===== config.mk =====
export PLATFORM = sky130hd
export DESIGN_NAME = pattern_serializer
export DESIGN_NICKNAME = d
export VERILOG_FILES = /design/src/rtl/pattern_serializer.sv
export SDC_FILE = /design/constraint.sdc
export NUM_CORES = 1
export LEC_CHECK = 0
export BUFFER_PORTS_ARGS = -buffer_cell sky130_fd_sc_hd__buf_4
export CORE_UTILIZATION = 53
export DETAILED_ROUTE_END_ITERATION = 8
export PLACE_DENSITY = 0.84
export SYNTH_ARGS = -nofsm -noshare
export SYNTH_HDL_FRONTEND = slang
export SYNTH_SLANG_ARGS = --single-unit

===== constraint.sdc =====
create_clock -name clk -period 3.95 [get_ports clk]
set_input_delay 0.79 -clock clk [delete_from_list [all_inputs] [get_ports clk]]
set_output_delay 0.79 -clock clk [all_outputs]
set_load 0.01 [all_outputs]

===== src/rtl/pattern_serializer.sv =====
// pattern_serializer: loads a parallel test pattern and shifts it out MSB-first
// on ser_out, one bit per tick, with a ser_strobe pulse marking each valid bit.
// Ticks come from an internal DIV-cycle prescaler or from rising edges of a
// manual step input. Loop mode replays the pattern without a gap bit.
module pattern_serializer #(
  parameter int WIDTH = 16,
  parameter int LEN_W = 5,
  parameter int DIV   = 4
) (
  input  logic             clk,
  input  logic             reset,
  input  logic             start,
  input  logic             abort,
  input  logic [WIDTH-1:0] data,
  input  logic [LEN_W-1:0] len,
  input  logic             loop_mode,
  input  logic             step_mode,
  input  logic             step,
  output logic             ser_out,
  output logic             ser_strobe,
  output logic             busy,
  output logic             done,
  output logic [LEN_W-1:0] remaining
);

  localparam int PW = (DIV > 1) ? $clog2(DIV) : 1;
  localparam logic [PW-1:0]    PRESC_LAST = PW'(DIV - 1);
  localparam logic [LEN_W-1:0] LEN_MAX    = LEN_W'(WIDTH);

  typedef enum logic [1:0] {
    S_IDLE,
    S_SHIFT,
    S_DONE
  } state_t;

  state_t           r_state;
  logic [WIDTH-1:0] r_shreg;
  logic [WIDTH-1:0] r_hold;
  logic [LEN_W-1:0] r_cnt;
  logic [LEN_W-1:0] r_len_eff;
  logic [PW-1:0]    r_presc;
  logic             r_step_d;
  logic             r_loop;

  logic [LEN_W-1:0] w_len_eff;
  logic [WIDTH-1:0] w_load;
  logic             w_tick;
  logic             w_fire;

  // Effective length and left-aligned pattern so the first bit sits at the MSB.
  always_comb begin
    w_len_eff = len;
    if (len == '0 || len > LEN_MAX) begin
      w_len_eff = LEN_MAX;
    end
    w_load = data << (LEN_MAX - w_len_eff);
  end

  // Tick source: prescaler wrap in auto mode, step rising edge in step mode
  // (step_mode is live so the source can be switched mid-run).
  always_comb begin
    w_tick = step_mode ? (step & ~r_step_d) : (r_presc == PRESC_LAST);
    w_fire = (r_state == S_SHIFT) && w_tick && !abort;
  end

  // Outputs decoded from registered state; abort and reset suppress pulses.
  always_comb begin
    busy       = (r_state == S_SHIFT);
    ser_out    = busy & r_shreg[WIDTH-1];
    remaining  = busy ? r_cnt : '0;
    ser_strobe = w_fire & ~reset;
    done       = (r_state == S_DONE) & ~abort & ~reset;
  end

  // Control FSM with shift register, bit counter and prescaler.
  always_ff @(posedge clk) begin
    if (reset) begin
      r_state   <= S_IDLE;
      r_shreg   <= '0;
      r_hold    <= '0;
      r_cnt     <= '0;
      r_len_eff <= '0;
      r_presc   <= '0;
      r_step_d  <= 1'b0;
      r_loop    <= 1'b0;
    end else begin
      r_step_d <= step;
      case (r_state)
        S_IDLE: begin
          if (start && !abort) begin
            r_hold    <= w_load;
            r_shreg   <= w_load;
            r_cnt     <= w_len_eff;
            r_len_eff <= w_len_eff;
            r_loop    <= loop_mode;
            r_presc   <= '0;
            r_state   <= S_SHIFT;
          end
        end
        S_SHIFT: begin
          if (abort) begin
            r_presc <= '0;
            r_state <= S_IDLE;
          end else begin
            if (step_mode || r_presc == PRESC_LAST) begin
              r_presc <= '0;
            end else begin
              r_presc <= r_presc + 1'b1;
            end
            if (w_tick) begin
              if (r_cnt == LEN_W'(1)) begin
                if (r_loop) begin
                  r_shreg <= r_hold;
                  r_cnt   <= r_len_eff;
                end else begin
                  r_cnt   <= '0;
                  r_state <= S_DONE;
                end
              end else begin
                r_shreg <= r_shreg << 1;
                r_cnt   <= r_cnt - 1'b1;
              end
            end
          end
        end
        S_DONE: begin
          r_state <= S_IDLE;
        end
        default: begin
          r_state <= S_IDLE;
        end
      endcase
    end
  end

endmodule

* Yosys cells after proc, flatten, opt, wreduce, memory -nomap -nowiden
Index checks and enable logic that the tools add are counted.
Storage, ports and cells: register bits 48, output and inout bits 9
Cells by class: $add $sub $neg 3, magnitude comparators 1, equality and inequality tests 11, shift-type cells 1, mux-type cells 25, bitwise operators 8, reduce and logical (&&, ||, !) cells 14
Operator list (number):
- two-way mux 16 bit | 5
- two-way mux 5 bit | 7
- case mux 16 bit (2 select lines) | 1
- two-way mux 2 bit | 8
- << shifter 16 x 5 -> 16 bit | 1
- case mux 5 bit (2 select lines) | 1
- case mux 2 bit (2 select lines) | 2
- AND reduction 4 bit | 2
- != test 3 x 2 -> 1 bit, second input constant | 2
- != test 3 bit, second input constant | 2
- bitwise AND 1 bit | 5
- == test 5 x 1 -> 1 bit, second input constant | 1
- greater-than comparator 5 bit, second input constant | 1
- logical NOT 5 bit | 1
- AND reduction 5 bit | 1
- subtractor 5 x 1 -> 5 bit, second input constant | 1
- subtractor 5 bit, first input constant | 1
- == test 2 bit, second input constant | 2
- != test 2 bit, second input constant | 2
- AND reduction 2 bit | 2
- logical AND 1 bit | 3
- inverter 1 bit | 3
- adder 2 x 1 -> 2 bit, second input constant | 1
- == test 2 x 1 -> 1 bit, second input constant | 1
- 6 further kinds | 7

* Longest topological paths before layout
Gate-level depths: netlist of the first run.
depth in word-level cells 7, mapped depth 15, depth with buffers taken out 12

* Least setup slack after synthesis of the first run
Ideal clock, no wire load.
path type input port to flip-flop, start input len[1], end register r_shreg[9], arrival 3.801 ns, required time 3.818 ns, setup slack 0.017 ns, stages on the path 12, path buffers 1, cell sequence nor2_1 -> nand2_1 -> ha_1 -> and2b_1 -> buf_2 -> inv_2 -> ha_1 -> xnor2_2 -> mux4_2 -> mux2_4 -> a221oi_2 -> nor3_1
On the way: cells in the longest elaborated chain, start to end 7, elaborated cells between the ends (all ways) 8, classes of those cells 1 x add/sub; 1 x order compare; 1 x shift; 3 x mux; 2 x reduce/logical
Ends and longest elaborated chain:
- start: declaration | line 15 | input logic [LEN_W-1:0] len,
- greater-than comparator 5 bit / logical NOT 5 bit (equally long branches) | line 53 | if (len == '0 || len > LEN_MAX) begin
- logical OR 1 bit | line 53
- two-way mux 5 bit (*) | line 53
- subtractor 5 bit (*) | line 56 | w_load = data << (LEN_MAX - w_len_eff);
- << shifter 16 x 5 -> 16 bit (*) | line 56
- two-way mux 16 bit (*) | line 90 | if (start && !abort) begin
- case mux 16 bit (2 select lines) (*) | line 88 | case (r_state)
- end signal: assignment | line 92 | r_shreg <= w_load;
- end signal: assignment | line 113 | r_shreg <= r_hold;
- end signal: assignment | line 120 | r_shreg <= r_shreg << 1;
- end: declaration | line 37 | logic [WIDTH-1:0] r_shreg;
Every way passes the cells marked *; elsewhere a longest branch is shown, timed or not. The select of a mux whose other input is x is not followed. A chain may end at the register's enable or synchronous reset.

* Worst setup path in the final report of the first run
start input len[1], end register r_shreg[12]
The elaborated chain is that of the path after synthesis.

==> results.cfg, run 1 <==
[pwr]
power.total_w = 0.00121
total_leakage_power_nw = 1.38
ir_worst_vdd_v = 0.000216
power.density_mw_per_mm2 = 335

[finish]
final_core_util_pct = 64.4
post-route-cell-area_mm2 = 0.00361
area_delta_synth_final_pct = 14.6
n_fill_cell = 529
nNetsFinal = 465
layout_common_cells = nand2_1 (62), nor2_1 (55), buf_4 (52)
layout-drive-gt1-share_pct = 19.9
layout_commonest_cell = nand2_1
diodes = 0

[logic_synthesis]
synth_top_family_by_area = simple AND/OR/NAND/NOR gates
seq_area_frac_synth_pct = 30.5
synth_fp_nets = 435
synthSimpleGateAreaFrac_pct = 26.4
synth_async_sr_flop_share_pct = 0
synth_top_flop_cell = dfxtp_1
synth_edf_count = 0
synth-compound-area-share_pct = 21.3
synth_area_per_cell_um2 = 7.84
syn_inst = 402
ys_types = 64
synth_xor_area_share_pct = 1.87
synthMuxAreaShare_pct = 13.3
syn_area_mm2 = 0.00315
synthAdderAreaFrac_pct = 1.98
ys_seq_elements = 48
yosys_warnings = 0

[global_routing]
grt_pass1_vias = 2912
antenna_found_initial = 0
grt_pass1_wl_um = 13700
gr-total-overflow = 0
grt_usage_pct = 27.9
grt_max_degree = 50

[detailed_routing]
drt_iter0_markers = 207
routed_via_density = 6.17
drt_wl_total_um = 8330
ant_nets = 0
vias = 3114
routedWlPerCell_um = 16.5
dr.pass1.iters = 5
drc = 0

[critical_path]
critPathCaptureType = register
path_max_fanout = 10
r2r_end = r_shreg[7]$_SDFFE_PP0P_
cp_cell_sequence = buf_4 -> nor2_1 -> nand2_1 -> ha_1 -> and2b_1 -> inv_2 -> ha_1 -> mux2i_1 -> mux2i_1 -> mux2i_1 -> nor2_1 -> o31ai_1 -> a21oi_1
worst-r2r-cell-count = 10
slowest_stage = ha_1
start_kind = input pin
worstPathRequired_ns = 4.13
slowest_delay_ns = 0.59
criticalPathCategory = in -> reg
regToRegStartpoint = r_cnt[1]$_SDFFE_PP0P_
cpMostUsedCell = mux2i_1
crit_family = adder cells
ff2ff_setup_slack_ns = 1.46
arrival_ns = 3.81
cp_num_buf_inv = 2

[place]
gp_congestion = 0.937
place_hpwl_um = 5930
dpl_cell_area_mm2 = 0.00351
portBuffers = 36

[sta]
slew_viol_final = 0
setup_violations = 0
rsz0062_at_grt = false
timing.setup.tns_ns = 0
max-slew-margin-rel_pct = 36.8
fin_crit_ns = 3.64
clock-skew-final_ns = 0.00618
tightestPinTransition_ns = 0.945
hold_viol = 0
post-route-period-util_pct = 92.0
max_freq_mhz = 275
timing.hold.ws_ns = 0.461

[min_path]
holdPathStages = 2
holdCritStartpoint = r_shreg[13]$_SDFFE_PP0P_
hold_path_class = reg -> reg
min_to = r_shreg[13]$_SDFFE_PP0P_

[run_status]
status = completed

[clock_network]
cts_root_buf = clkbuf_8
clkTransAtPathRegs_ns = 0.09
clk_path_buf_depth = 2
cts.sinks = 48
cts_buffers = 5
htreeDepth = 2
postCtsSetupBuffers = 0
cts-resized-gates = 0
worst_skew_pair.late_latency_ns = 0.31
cts_tree = yes
cts_hold_buffers = 0

[floorplan]
die-width_um = 79.1
core_mm2 = 0.00561
initial_core_util_pct = 56.2
die_area_mm2 = 0.00626
die_y_um = 79.1
boundaryPins = 37
num_rows = 27

[flow_run]
maxCapViolations = 0
[layer usage]
layer	GRT usage [%]	vias up	share of wire, %
li1	-	1507	-
met1	35.9	1494	44
met2	47.5	94	49
met3	4.25	19	4.7
met4	9.45	0	1.9
met5	0	-	0
[cell usage after synthesis (3+ instances only)]
master	n	area share, %
and2_1	7	1.4
dfxtp_1	48	30
a311oi_1	5	1.4
nor2b_1	3	0.60
buf_2	7	1.1
o21ai_0	10	1.6
ha_1	5	2.0
nand2_1	62	7.4
a21oi_1	33	5.2
o22ai_1	5	0.99
nand2b_1	7	1.4
o21ai_1	5	0.79
nand3_1	6	0.95
a211oi_1	8	1.9
clkbuf_1	21	2.5
inv_1	6	0.71
a31oi_1	6	1.2
mux2i_1	18	5.7
mux4_2	9	6.4
nor2_1	55	6.6
nor3_1	22	3.5
[worst max-delay path by stage]
stage / from / end / slack (ns) / cells past startpoint
after CTS: len[1] / r_hold[9]$_SDFFE_PP0P_ / 0.33 / 12
final: len[1] / r_shreg[12]$_SDFFE_PP0P_ / 0.31 / 13
after detailed placement: len[1] / r_shreg[9]$_SDFFE_PP0P_ / -0.002 / 12
after global routing: len[1] / r_hold[10]$_SDFFE_PP0P_ / 0.1 / 13
after global placement: len[1] / r_shreg[12]$_SDFFE_PP0P_ / 0.14 / 13
after floorplan: len[1] / r_shreg[9]$_SDFFE_PP0P_ / 0.02 / 12
[layout make-up]
type | count | area, um^2 | share of cell area [%]
Timing Repair Buffer | 52 | 390 | 10.8
Inverter | 8 | 30.0 | 0.832
Multi-Input combinational cell | 317 | 2040 | 56.6
Tap cell | 72 | 90.1 | 2.49
Clock inverter | 2 | 13.8 | 0.381
Sequential cell | 48 | 961 | 26.6
Clock buffer | 6 | 82.6 | 2.29
[stage by stage]
stage          std cells  setup slack (ns)
5_1_grt              505            0.0951
4_1_cts              505             0.329
6_report             505             0.314
2_1_floorplan        402            0.0173
3_5_place_dp         497          -0.00180
3_3_place_gp         497             0.138
[sequential cells by signal, indices dropped and copies added (netlist names)]
name and count:
r_hold 16, r_shreg 16, r_cnt 5, r_len_eff 5, r_presc 2, r_state 2, r_loop 1, r_step_d 1
[where the power goes]
group / switching, W / total [W] / internal [W] / leakage [nW]
registers: 0.0000197 / 0.000529 / 0.000510 / 0.392
clock network: 0.000177 / 0.000320 / 0.000144 / 0.0516
logic: 0.000202 / 0.000362 / 0.000159 / 0.937
total: 0.000399 / 0.00121 / 0.000812 / 1.38
[worst min-delay path, delay by kind of cell, from the launching register on]
kind | cells | cell delay, ns
AOI/OAI and AO/OA | 1 | 0.05
DFF | 1 | 0.32
and+or+nand+nor | 1 | 0.05
[cells by family (layout without fill, tap and decap cells)]
group / after synthesis / after routing
simple gates: 178 / 178
xor+xnor: 5 / 5
flops: 48 / 48
mux: 30 / 30
fa+ha+maj: 5 / 5
buf+inv: 37 / 68
compound gates: 99 / 99
(Power assumes the default switching activity.)
==> inputs of run 2 (changes only) <==
- PLACE_DENSITY: 0.84 -> 0.82
- clock period: 3.95 -> 4.35 ns (I/O delays scaled with it)
==> run 2 against run 1 <==
Against the previous run: worst hold slack hardly changed; via count is 0.55% lower; first-iteration DRC count is 11% higher; critical endpoint is now r_shreg[9]$_SDFFE_PP0P_; wire length hardly changed; sequential power is 9.3% lower; count of clock-buffer cells in the layout stayed put; global-route usage is 0.65 points higher; die area stayed put; non-clock buffer count is 5 lower; clock power is 8.1% lower.
==> results.cfg, run 2 (synthesized netlist as in run 1, its figures left out) <==
[finish]
regArea_um2 = 961
n_fill_cell = 527
layout-drive-gt1-share_pct = 18.9
top_regs = r_hold (16), r_shreg (16)
layout_commonest_cell = nand2_1
multi_input_comb_area_mm2 = 0.00204
post-route-cell-area_mm2 = 0.00357
layout_common_cells = nand2_1 (62), nor2_1 (55), dfxtp_1 (48)
nNetsFinal = 460
diodes = 0
area_delta_synth_final_pct = 13.4

[floorplan]
die_area_mm2 = 0.00626
core_mm2 = 0.00561
boundaryPins = 37
num_rows = 27
die_y_um = 79.1
die-width_um = 79.1
initial_core_util_pct = 56.2

[detailed_routing]
routedWlPerCell_um = 16.7
drt_iter0_markers = 230
vias = 3097
ant_nets = 0
routed_via_density = 6.19
drt_wl_total_um = 8330
drc = 0
dr.pass1.iters = 5

[sta]
hold_viol = 0
slew_viol_final = 0
rsz0062_at_grt = false
max-slew-margin-rel_pct = 39.6
timing.final.ws_setup_ns = 0.563
max_freq_mhz = 264
setup_violations = 0
fin_crit_ns = 3.79
post-route-period-util_pct = 87.1
tightestPinTransition_ns = 0.904
timing.setup.tns_ns = 0
clock-skew-final_ns = 0.00723

[clock_network]
cts_buffers = 5
postCtsSetupBuffers = 0
cts_tree = yes
cts_hold_buffers = 0
cts.sinks = 48
htreeDepth = 2
worst_skew_pair.late_latency_ns = 0.31
cts-resized-gates = 0
clkTransAtPathRegs_ns = 0.09
cts_root_buf = clkbuf_8
clk_path_buf_depth = 2

[critical_path]
arrival_ns = 3.97
path_depth = 12
critPathCaptureType = register
worstPathRequired_ns = 4.53
slowest_delay_ns = 0.55
criticalPathCategory = in -> reg
slowest_stage = mux4_2
start_kind = input pin
cp_cell_sequence = buf_4 -> nor2_1 -> nand2_1 -> ha_1 -> and2b_1 -> inv_2 -> ha_1 -> xnor2_2 -> mux4_2 -> mux2_4 -> a221oi_2 -> nor3_1
path_max_fanout = 13
crit_family = multiplexers
cpMostUsedCell = ha_1
worst-r2r-cell-count = 8
cp_num_buf_inv = 2

[place]
portBuffers = 36
gp_congestion = 0.938
place_hpwl_um = 5940
place_worst_setup_slack_ns = 0.229
dpl_cell_area_mm2 = 0.00348

[flow_run]
maxCapViolations = 0

[global_routing]
grt_pass1_vias = 2934
grt_pass1_wl_um = 14100
grt_usage_pct = 28.6
antenna_found_initial = 0
grt_max_degree = 50
gr-total-overflow = 0

[min_path]
holdPathStages = 2
hold_path_class = reg -> reg

[run_status]
status = completed

[pwr]
ir_worst_vdd_v = 0.000208
power.density_mw_per_mm2 = 307
power.total_w = 0.00110
total_leakage_power_nw = 1.36
run 2: changes by cell type in the layout (fill, tap and decap cells not counted):
cell / change
buf_4: -5
run 2: tightest hold or removal path, cell delays in order (launching register included):
cell and delay (ns):
dfxtp_1 0.32, nand2_1 0.05, a21oi_1 0.05
run 2: path summary, 6_finish.rpt:
| check | end | from | slack (ns) |
|---|---|---|---|
| setup / recovery | r_shreg[9]$_SDFFE_PP0P_ | len[1] | 0.56 |
| hold / removal | r_hold[4]$_SDFFE_PP0P_ | r_hold[4]$_SDFFE_PP0P_ | 0.46 |
| setup reg to reg | r_shreg[15]$_SDFFE_PP0P_ | r_cnt[1]$_SDFFE_PP0P_ | 1.65 |
| hold reg to reg | r_hold[4]$_SDFFE_PP0P_ | r_hold[4]$_SDFFE_PP0P_ | 0.46 |
run 2: final cells by class:
cell class              instances  share of cell area, %
repair buffers                 47                   9.87
clock buffers                   6                   2.31
well taps                      72                   2.52
flip-flops and latches         48                   26.9
clock inverters                 2                  0.385
multi-input cells             317                   57.2
inverters                       8                  0.840
run 2: through the flow:
stage | cells | utilization, % | hold slack (ns)
after global routing | 500 | 63.7 | 0.477
after detailed placement | 492 | 62.0 | 0.448
final | 500 | 63.7 | 0.461
after global placement | 492 | 62.0 | 0.441
after CTS | 500 | 63.7 | 0.461
after floorplan | 402 | - | 0.431
run 2: where the power goes:
part           internal, W  leakage [nW]  switching, W
Clock             0.000130        0.0516      0.000164
Sequential        0.000463         0.392     0.0000171
Combinational     0.000141         0.913      0.000184
run 2: routing by layer:
| layer | GRT usage, % | part of all wire (%) |
|---|---|---|
| met1 | 36.4 | 43 |
| met2 | 48.9 | 50 |
| met3 | 3.79 | 4.9 |
| met4 | 10.9 | 2.0 |
| met5 | 0 | 0 |
==> inputs of run 3 (changes only) <==
- ABC_AREA: not set -> 1
- PLACE_DENSITY: 0.82 -> 0.81
==> run 3 against run 2 <==
Against the previous run: synthesized area rose by 5.2%; utilization decreased by 2.5 points; sequential share of layout area fell by 0.67 points; cell count rose by 22%; worst setup slack improved by 0.37 ns; clock skew increased by 0.0033 ns; critical path depth rose by 3; register-to-register slack better by 0.28 ns; power is 11% higher; largest cell class unchanged; highest routed layer unchanged.
==> results.cfg, run 3 <==
[run_status]
status = completed

[place]
gp_congestion = 0.909
place_hpwl_um = 5920
portBuffers = 36

[min_path]
hold_path_class = reg -> reg

[logic_synthesis]
synth_top_flop_cell = dfxtp_1
syn_inst = 517
yosys_warnings = 0
synth_fp_nets = 550
ys_seq_elements = 48
synth.top_cells.by_count = nand2_1 (123), nand3_1 (91), dfxtp_1 (48)
ys_types = 37
synth_edf_count = 0
synthTopCellsByArea = dfxtp_1 (29%), nand2_1 (14%), nand3_1 (14%)
synth_area_per_cell_um2 = 6.41
synth_async_sr_flop_share_pct = 0
seq_area_frac_synth_pct = 29.0
synth_top_cell_by_area = dfxtp_1
syn_area_mm2 = 0.00331
synth.top_cell.area_share_pct = 29.0
synth_most_common_cell = nand2_1

[global_routing]
grt_max_degree = 37
grt_pass1_wl_um = 13700
grt_pass1_vias = 3039
grt_usage_pct = 26.5
antenna_found_initial = 0
gr-total-overflow = 0

[critical_path]
criticalPathCategory = in -> reg
path_max_fanout = 21
arrival_ns = 3.61
worstPathRequired_ns = 4.55
start_kind = input pin
critPathCaptureType = register

[clock_network]
worst_skew_pair.late_latency_ns = 0.30
cts_tree = yes
clkTransAtPathRegs_ns = 0.10
cts-resized-gates = 0
cts_buffers = 5
postCtsSetupBuffers = 0
cts_hold_buffers = 0
clk_path_buf_depth = 2
cts_root_buf = clkbuf_8
htreeDepth = 2
cts.sinks = 48

[sta]
setup_violations = 0
post-route-period-util_pct = 78.5
rsz0062_at_grt = false
slew_viol_final = 0
fin_crit_ns = 3.42
timing.setup.tns_ns = 0
timing.hold.ws_ns = 0.475
clock-skew-final_ns = 0.0105
max_freq_mhz = 293
tightestPinTransition_ns = 0.901
hold_viol = 0
max-slew-margin-rel_pct = 39.9

[pwr]
ir_worst_vdd_v = 0.000265
total_leakage_power_nw = 1.68
power.density_mw_per_mm2 = 332

[finish]
layout_common_cells = nand2_1 (123), nand3_1 (91), dfxtp_1 (48)
top_regs = r_hold (16), r_shreg (16)
multi_input_comb_area_mm2 = 0.00199
n_fill_cell = 564
area_delta_synth_final_pct = 10.6
regArea_um2 = 961
layout-drive-gt1-share_pct = 16.1
diodes = 0
nNetsFinal = 567
layout_commonest_cell = nand2_1

[detailed_routing]
vias = 3474
drt_iter0_markers = 342
ant_nets = 0
drt_wl_total_um = 8260
routed_via_density = 5.70
routedWlPerCell_um = 13.5
drc = 0
dr.pass1.iters = 5

[floorplan]
die_area_mm2 = 0.00657
die_y_um = 81.1
die-width_um = 81.1
num_rows = 28
initial_core_util_pct = 55.3
boundaryPins = 37
core_mm2 = 0.00599

[flow_run]
maxCapViolations = 0
==> run 3: worst paths after layout <==
kind | endpoint | cells after the start | slack, ns | from
max | r_hold[14]$_SDFFE_PP0P_ | 15 | 0.93 | len[0]
min | r_hold[1]$_SDFFE_PP0P_ | 2 | 0.48 | r_hold[1]$_SDFFE_PP0P_
max reg2reg | r_shreg[11]$_SDFFE_PP0P_ | 10 | 1.93 | r_state[0]$_SDFFE_PP0P_
min reg2reg | r_hold[1]$_SDFFE_PP0P_ | 2 | 0.48 | r_hold[1]$_SDFFE_PP0P_
==> run 3: logic make-up after synthesis <==
group | synth area share [%]
simple gates | 39.8
compound gates | 18.0
buf+inv | 11.1
flops | 29.0
fa+ha+maj | 1.89
xor+xnor | 0.264
==> run 3: stage by stage <==
step | worst slack [ns] | std cells | total power (W) | util, % | cell area (um^2)
after floorplan | 1.13 | 517 | 0.000760 | - | 3310
after global placement | 0.777 | 602 | 0.000830 | 58.9 | 3530
after detailed placement | 0.660 | 602 | 0.000834 | 58.9 | 3530
after CTS | 0.979 | 610 | 0.00121 | 61.2 | 3660
after global routing | 0.701 | 610 | 0.00128 | 61.2 | 3660
final | 0.934 | 610 | 0.00122 | 61.2 | 3660
==> run 3: per-layer routing <==
metal	part of all wire, %	track usage, %
met1	45	32.8
met2	50	48.1
met4	0.98	5.89
met3	4.5	3.82
met5	0	0
==> run 3: power breakdown <==
part	switching, W	internal (W)
clock	0.000155	0.000231
sequential	0.0000153	0.000468
combinational	0.000231	0.000117
total	0.000401	0.000817
==> run 3: area by class of cell <==
type                    count  share of cell area [%]
clock buffers               5                    1.88
clock inverters             3                    1.88
multi-input cells         389                    54.2
well taps                  75                    2.56
inverters                  51                    5.29
repair buffers             39                    7.99
flip-flops and latches     48                    26.2
==> run 3: worst max-delay path, cell delays in order <==
cell and delay, ns:
buf_4 0.17, nor2_1 0.15, nand3_1 0.09, ha_1 0.32, inv_2 0.31, nand2_4 0.23, ha_1 0.36, inv_1 0.30
nand3_1 0.19, nand3_1 0.11, nand2_1 0.12, nand2_1 0.09, nand2_2 0.07, o21ai_0 0.16, inv_1 0.05
